$ cat src/rtl/la_pkg.sv
// Shared types and per-sample trigger predicates for the la_trigger stage.
// Sample compare and edge tests live here so every lane evaluates identically.
package la_pkg;

    localparam int LA_DN = 2;
    localparam int LA_DW = 8;

    typedef logic [LA_DW-1:0]       smp_t;
    typedef logic [LA_DN*LA_DW-1:0] beat_t;
    typedef logic [LA_DN-1:0]       trg_t;

    function automatic logic cmp_f(smp_t s, smp_t val, smp_t msk);
        return ((s ^ val) & msk) == '0;
    endfunction

    function automatic logic edg_f(smp_t p, smp_t s, smp_t pos, smp_t neg);
        return (((~p & s) & pos) == pos) && (((p & ~s) & neg) == neg);
    endfunction

endpackage

$ cat src/rtl/la_trigger_if.sv
// AXI4-Stream bundle carrying DN lanes of DW-bit samples per beat.
interface la_trigger_if
    import la_pkg::*;
#(
    parameter int DN = LA_DN,
    parameter int DW = LA_DW
) ();

    logic [DN*DW-1:0] tdata;
    logic             tlast;
    logic             tvalid;
    logic             tready;

    modport master (output tdata, output tlast, output tvalid, input tready);
    modport slave  (input tdata, input tlast, input tvalid, output tready);

endinterface

$ cat src/rtl/la_trigger_lane.sv
// Combinational trigger evaluator for one sample lane.
// Edge terms exist only when LA_TRIGGER_EDGE_EN is defined.
module la_trigger_lane
    import la_pkg::*;
(
    input  smp_t s,
    input  smp_t p,
    input  logic p_valid,
    input  smp_t cfg_cmp_msk,
    input  smp_t cfg_cmp_val,
    input  smp_t cfg_edg_pos,
    input  smp_t cfg_edg_neg,
    output logic trg
);

    logic cmp;
    logic edg;

    assign cmp = cmp_f(s, cfg_cmp_val, cfg_cmp_msk);

`ifdef LA_TRIGGER_EDGE_EN
    logic no_edg;

    // Without a known predecessor only an edge-free condition can match.
    assign no_edg = (cfg_edg_pos == '0) && (cfg_edg_neg == '0);
    assign edg    = no_edg | (p_valid & edg_f(p, s, cfg_edg_pos, cfg_edg_neg));
`else
    logic unused_edg;

    assign unused_edg = ^{p, p_valid, cfg_edg_pos, cfg_edg_neg};
    assign edg        = 1'b1;
`endif

    assign trg = cmp & edg;

endmodule

$ cat src/rtl/la_trigger.sv
// Inline trigger stage: one-beat register slice plus per-lane trigger pulse.
// LA_TRIGGER_EDGE_EN enables edge conditions and the cross-beat history.
module la_trigger
    import la_pkg::*;
#(
    parameter int DN = LA_DN,
    parameter int DW = LA_DW
) (
    input  logic          clk,
    input  logic          rst,
    input  logic          ctl_rst,
    input  logic [DW-1:0] cfg_cmp_msk,
    input  logic [DW-1:0] cfg_cmp_val,
    input  logic [DW-1:0] cfg_edg_pos,
    input  logic [DW-1:0] cfg_edg_neg,
    output logic [DN-1:0] sts_trg,
    la_trigger_if.slave   sti,
    la_trigger_if.master  sto
);

    logic [DN*DW-1:0] data_q, data_d;
    logic             last_q, last_d;
    logic             vld_q, vld_d;
    logic [DN-1:0]    trg_q, trg_d;
    logic [DN-1:0]    trg;
    logic [DW-1:0]    hist_q;
    logic             hist_vld_q;
    logic             xfer;

    assign sti.tready = ~vld_q | sto.tready;
    assign xfer       = sti.tvalid & sti.tready;

    for (genvar i = 0; i < DN; i++) begin : g_lane
        logic [DW-1:0] p;

        if (i == 0) begin : g_first
            assign p = hist_q;
        end else begin : g_rest
            assign p = sti.tdata[(i-1)*DW +: DW];
        end

        la_trigger_lane u_lane (
            .s           (sti.tdata[i*DW +: DW]),
            .p           (p),
            .p_valid     ((i == 0) ? hist_vld_q : 1'b1),
            .cfg_cmp_msk (cfg_cmp_msk),
            .cfg_cmp_val (cfg_cmp_val),
            .cfg_edg_pos (cfg_edg_pos),
            .cfg_edg_neg (cfg_edg_neg),
            .trg         (trg[i])
        );
    end

    always_comb begin
        vld_d  = vld_q;
        data_d = data_q;
        last_d = last_q;
        trg_d  = '0;
        if (xfer) begin
            vld_d  = 1'b1;
            data_d = sti.tdata;
            last_d = sti.tlast;
            trg_d  = trg;
        end else if (sto.tready) begin
            vld_d  = 1'b0;
        end
        if (ctl_rst) begin
            vld_d  = 1'b0;
            data_d = '0;
            last_d = 1'b0;
            trg_d  = '0;
        end
    end

    always_ff @(posedge clk or posedge rst) begin
        if (rst) begin
            vld_q  <= 1'b0;
            data_q <= '0;
            last_q <= 1'b0;
            trg_q  <= '0;
        end else begin
            vld_q  <= vld_d;
            data_q <= data_d;
            last_q <= last_d;
            trg_q  <= trg_d;
        end
    end

`ifdef LA_TRIGGER_EDGE_EN
    logic [DW-1:0] hist_d;
    logic          hist_vld_d;

    // History tracks the newest lane of the last accepted beat.
    always_comb begin
        hist_d     = hist_q;
        hist_vld_d = hist_vld_q;
        if (xfer) begin
            hist_d     = sti.tdata[(DN-1)*DW +: DW];
            hist_vld_d = 1'b1;
        end
        if (ctl_rst) begin
            hist_d     = '0;
            hist_vld_d = 1'b0;
        end
    end

    always_ff @(posedge clk or posedge rst) begin
        if (rst) begin
            hist_q     <= '0;
            hist_vld_q <= 1'b0;
        end else begin
            hist_q     <= hist_d;
            hist_vld_q <= hist_vld_d;
        end
    end
`else
    assign hist_q     = '0;
    assign hist_vld_q = 1'b0;
`endif

    assign sto.tdata  = data_q;
    assign sto.tlast  = last_q;
    assign sto.tvalid = vld_q;
    assign sts_trg    = trg_q;

endmodule

$ cat src/flat_wrapper.sv
// flat-port wrapper written by rule: the top's interface ports become plain ports
module la_trigger_flat import la_pkg::*;
#(
    parameter int DN = LA_DN,
    parameter int DW = LA_DW
)
  (clk, rst, ctl_rst, cfg_cmp_msk, cfg_cmp_val, cfg_edg_pos, cfg_edg_neg, sts_trg, sti_tdata, sti_tlast, sti_tvalid, sti_tready, sto_tdata, sto_tlast, sto_tvalid, sto_tready);
  la_trigger_if #(.DN(DN), .DW(DW)) sti_i ();
  la_trigger_if #(.DN(DN), .DW(DW)) sto_i ();
  input  logic clk;
  input  logic rst;
  input  logic ctl_rst;
  input  logic [DW-1:0] cfg_cmp_msk;
  input  logic [DW-1:0] cfg_cmp_val;
  input  logic [DW-1:0] cfg_edg_pos;
  input  logic [DW-1:0] cfg_edg_neg;
  output logic [DN-1:0] sts_trg;
  input wire logic [$bits(sti_i.tdata)-1:0] sti_tdata;
  input wire logic [$bits(sti_i.tlast)-1:0] sti_tlast;
  input wire logic [$bits(sti_i.tvalid)-1:0] sti_tvalid;
  output wire logic [$bits(sti_i.tready)-1:0] sti_tready;
  output wire logic [$bits(sto_i.tdata)-1:0] sto_tdata;
  output wire logic [$bits(sto_i.tlast)-1:0] sto_tlast;
  output wire logic [$bits(sto_i.tvalid)-1:0] sto_tvalid;
  input wire logic [$bits(sto_i.tready)-1:0] sto_tready;
  assign sti_i.tdata = sti_tdata;
  assign sti_i.tlast = sti_tlast;
  assign sti_i.tvalid = sti_tvalid;
  assign sti_tready = sti_i.tready;
  assign sto_tdata = sto_i.tdata;
  assign sto_tlast = sto_i.tlast;
  assign sto_tvalid = sto_i.tvalid;
  assign sto_i.tready = sto_tready;
  la_trigger #(.DN(DN), .DW(DW)) u_core (.clk(clk), .rst(rst), .ctl_rst(ctl_rst), .cfg_cmp_msk(cfg_cmp_msk), .cfg_cmp_val(cfg_cmp_val), .cfg_edg_pos(cfg_edg_pos), .cfg_edg_neg(cfg_edg_neg), .sts_trg(sts_trg), .sti(sti_i), .sto(sto_i));
endmodule
$ cat config.mk
export PLATFORM = sky130hd
export DESIGN_NAME = la_trigger_flat
export DESIGN_NICKNAME = d
export VERILOG_FILES = /design/src/rtl/la_pkg.sv /design/src/rtl/la_trigger_if.sv /design/src/rtl/la_trigger_lane.sv /design/src/rtl/la_trigger.sv /design/src/flat_wrapper.sv
export SDC_FILE = /design/constraint.sdc
export NUM_CORES = 1
export LEC_CHECK = 0
export ABC_CLOCK_PERIOD_IN_PS = 3500
export CORE_MARGIN = 3
export CORE_UTILIZATION = 35
export DETAILED_ROUTE_END_ITERATION = 12
export PLACE_DENSITY = 0.82
export SLEW_MARGIN = 30
export SYNTH_ARGS = -nofsm -noshare
export SYNTH_HDL_FRONTEND = slang
export SYNTH_SLANG_ARGS = --single-unit
$ cat constraint.sdc
create_clock -name clk -period 3.5 [get_ports clk]
set_clock_uncertainty 0.15 [all_clocks]
set_input_delay 0.525 -clock clk [delete_from_list [all_inputs] [get_ports clk]]
set_output_delay 0.525 -clock clk [all_outputs]
set_load 0.02 [all_outputs]
* Word level (Yosys, flattened, before mapping)
Index checks and enable logic that the tools add are counted.
Operators by class: multiplexer cells 9, bitwise logic cells 7, reduce and logical (&&, ||, !) cells 4
Operators by type and width (number):
- $mux 16 | 2
- $and 8x8->8 | 2
- $logic_not 8->1 | 2
- $xor 8x8->8 | 2
- $mux 1 | 5
- $mux 2 | 2
- $reduce_bool 3->1 | 1
- $reduce_bool 2->1 | 1
- $and 1x1->1 | 1
- $not 1->1 | 1
- $or 1x1->1 | 1
Word-level totals: bits in registers 20, output and inout bits 21, word-level logic and storage cells 24

* Longest topological paths before layout
depth in word-level cells 5, depth in mapped cells 5, gate-level depth less buffers 4

* Hierarchy
From an unflattened synthesis, not the netlist that was laid out.
Unflattened totals: cell total of the unflattened synthesis 116, area, all modules 1223.7 um^2
Modules (own cells, without submodules):
- la_trigger | times used 1, cells an instance 90, area each 1006.0 um^2
- la_trigger_lane | times used 2, cells an instance 13, area each 108.9 um^2

* Worst setup path after synthesis
OpenSTA, ideal clock, no wires.
kind input-to-reg, start point input sto_tready, end point register u_core.data_q[0] (netlist: u_core.sto.tdata[0]), data arrival time 1.169 ns, data required time 3.229 ns, path slack 2.060 ns, stages on the path 5, cell sequence nand2b_4 nand2_2 nor2_4 buf_6 a22o_1
On the way: word-level cells in the longest chain between the ends 3
Ends and longest elaborated chain:
- start: declaration | RTL line flat_wrapper.sv:25 | input wire logic [$bits(sto_i.tready)-1:0] sto_tready;
- $or 1x1->1 | RTL line la_trigger.sv:30 | assign sti.tready = ~vld_q | sto.tready;
- $and 1x1->1 | RTL line la_trigger.sv:31 | assign xfer = sti.tvalid & sti.tready;
- $reduce_bool 2->1 (no source line)
- end signal: assignment | RTL line la_trigger.sv:83 | data_q <= data_d;
- end: declaration | RTL line la_trigger.sv:21 | logic [DN*DW-1:0] data_q, data_d;
Every way passes these cells. A chain may end at the register's enable or synchronous reset.

* Worst setup path after layout
start point input sto_tready, end point output sti_tready
On the way: word-level cells in the longest chain between the ends 1
Ends and longest elaborated chain:
- $or 1x1->1 | RTL line la_trigger.sv:30
- end: declaration | RTL line flat_wrapper.sv:21 | output wire logic [$bits(sti_i.tready)-1:0] sti_tready;
Every way passes these cells.

==> results.cfg <==
[grt]
grt_max_degree = 21
grt_util_all_layers_pct = 17.2
grt_antenna_before_repair = 0
remaining_global_route_overflow = 0
via_count_of_the_first_global_routing_pass = 946
grt_pass1_wl_um = 4350

[final_layout]
area_delta_synth_final_pct = 65.6
most-common-layout-cells = sky130_fd_sc_hd__clkdlybuf4s50_1, sky130_fd_sc_hd__dfrtp_1, sky130_fd_sc_hd__xor2_1, sky130_fd_sc_hd__a22o_1, sky130_fd_sc_hd__a22oi_1
ratio_of_cells_with_drive_above_1_in_the_final_layout_pct = 11.2
final.fill_count = 212
antenna_cell_count = 0
fin_nets = 189
final_common_cell = sky130_fd_sc_hd__clkdlybuf4s50_1

[timing]
summed_negative_setup_slack_over_all_endpoints_ps = 0
tightestPinTransition_ps = 734
timing_hold_violations_final = 0
setup_repair_after_global_routing_missed_its_margin = no
worst_slew_margin_rel_pct = 51.0
max_freq_mhz = 415
setup-violations-final = 0
worst_hold_slack_ps = 369
period_needed_ps = 2410
final.period_utilization_pct = 68.9
timing.final.max_slew_violations = 0

[pwr]
power_frac_clock_pct = 25.4
largest_voltage_drop_on_the_vdd_net_v = 0.000219
power.share.combinational_pct = 27.9
p_sw_share_pct = 27.3
powerDensity_nw_per_um2 = 338
cell_internal_pwr_uw = 391
power_leakage_uw = 0.000696
sequentialPowerShare_pct = 46.7
net-switching-power_uw = 147

[die]
num_rows = 18
die_height_um = 58.5
die_area_um2 = 3420
die_width_um = 58.5
initial_utilization_pct = 37.9
design.core.area_um2 = 2540
pin_count = 75

[drt]
initialDrtViolationCount = 16
drc_violation_count_after_routing = 0
vias_per_cell = 5.23
drtAntennaViolNets = 0
wirelength_um = 2700
first_pass_iters = 4
vias = 858
avgRoutedWirePerCell_um = 16.5

[clock_network]
cts.htree.levels = 1
cts_tree = yes
path_clk_slew_ps = 120
cts_inserted_buffers = 3
ctsHoldBuffers = 0
post_cts.resized_instances = 0
numClockSinks = 20
post-cts-setup-buffer-count = 0
cts_buffer_depth = 2
cts_root_buf = sky130_fd_sc_hd__clkbuf_4
clkLatencyLatePin_ps = 300

[logic_synthesis]
yosys.cell_types.count = 14
syn-cell-area_um2 = 963
seq_area_frac_synth_pct = 51.9
synthesis_warnings = 0
synth_nets = 128
ys_seq_elements = 20
postSynthCellCount = 74
postSynthAreaPerCell_um2 = 13.0

[placement]
gp_congestion = 0.701
port_buffers = 58
detailedPlacementHpwl_um = 2160

[run_status]
status = completed

[setup_path]
slowest_delay_ps = 610
critical_path.max_fanout = 4
cp.arrival_ps = 1740
crit_family = buffers and inverters
worst_ep_required_time_ps = 2820
worstSetupStartpointType = input pin
worst_path_most_repeated_cell = sky130_fd_sc_hd__clkdlybuf4s50_1
path_buf_inv = 2
end_kind = output pin
setup.worst_path.class = in -> out
crit_path_max_delay_cell_type = sky130_fd_sc_hd__clkdlybuf4s50_1
crit_chain = clkdlybuf4s50_1 > nand2b_4 > clkdlybuf4s50_1

[min_path]
min_path_type = reg -> reg

[run]
drv.max_cap_violation_count = 0
## per-layer routing
| layer | global-route usage [%] | part of all wire (%) | up-vias |
|---|---|---|---|
| li1 | - | - | 402 |
| met1 | 19.8 | 40 | 406 |
| met2 | 29.0 | 50 | 44 |
| met5 | 0 | 0 | - |
| met4 | 8.61 | 1.9 | 0 |
| met3 | 4.61 | 8.5 | 6 |
## per-stage QoR
step / instances / instance area (µm²) / total power (µW) / util (%) / worst slack (ps)
after CTS: 164 / 1600 / 539 / 62.7 / 1080
after global placement: 160 / 1560 / 403 / 61.3 / 1090
after detailed placement: 160 / 1560 / 407 / 61.3 / 1080
after global routing: 164 / 1600 / 560 / 62.7 / 1040
final: 164 / 1600 / 538 / 62.7 / 1090
after floorplan: 74 / 963 / 319 / - / 2060
## power groups by stage
stage / sequential [µW] / combinational (µW) / clock [µW]
after floorplan: 272 / 47.5 / 0
after global placement: 255 / 148 / 0
final: 252 / 150 / 137
after detailed placement: 256 / 151 / 0
after global routing: 253 / 161 / 146
after CTS: 252 / 152 / 136
## worst paths after layout
kind,depth (start not counted),end,slack [ps],startpoint
setup / recovery,3,sti_tready,1090,sto_tready
setup reg to reg,4,u_core.sto.tdata[15],2100,u_core.sto.tvalid
hold / removal,1,u_core.sto.tdata[7],370,u_core.sto.tdata[7]
hold reg to reg,1,u_core.sto.tdata[7],370,u_core.sto.tdata[7]
max in group asynchronous,2,u_core.sto.tdata[2],2260,rst
min in group asynchronous,2,u_core.sto.tdata[1],470,rst
## Yosys cell counts
cell type                  instances  share of area (%)
sky130_fd_sc_hd__inv_1             2               0.78
sky130_fd_sc_hd__xor2_1           16                 15
sky130_fd_sc_hd__a21oi_1           1               0.52
sky130_fd_sc_hd__nor3_1            2                1.0
sky130_fd_sc_hd__dfrtp_1          20                 52
sky130_fd_sc_hd__a22oi_1           8                6.2
sky130_fd_sc_hd__a21oi_4           1                1.7
sky130_fd_sc_hd__nand4_1           2                1.3
sky130_fd_sc_hd__nand2_2           1               0.65
sky130_fd_sc_hd__a22o_1           10                9.1
sky130_fd_sc_hd__nand2b_4          1                1.4
sky130_fd_sc_hd__nor2_4            1                1.2
sky130_fd_sc_hd__buf_6             2                2.3
sky130_fd_sc_hd__a22o_2            7                7.3
## cell families (layout without fill, tap and decap cells)
logic type	after synthesis	in the layout	synth area share [%]
compound gates	27	27	24.8
xor+xnor	16	16	14.5
buf+inv	4	64	3.12
flops	20	20	51.9
simple gates	7	7	5.58
## state kept, by name, summed over array words and instances, names as in the netlist
register           count
u_core.sto.tdata      16
u_core.sto.tvalid      1
u_core.sto.tlast       1
u_core.sts_trg         2
## area by class of cell
cell class	count	area, µm²	area share (%)
Tap cell	30	37.5	2.35
Clock buffer	4	36.3	2.27
Sequential cell	20	500	31.4
Timing Repair Buffer	58	581	36.4
Multi-Input combinational cell	50	433	27.1
Inverter	2	7.51	0.471
(Power assumes the default switching activity.)
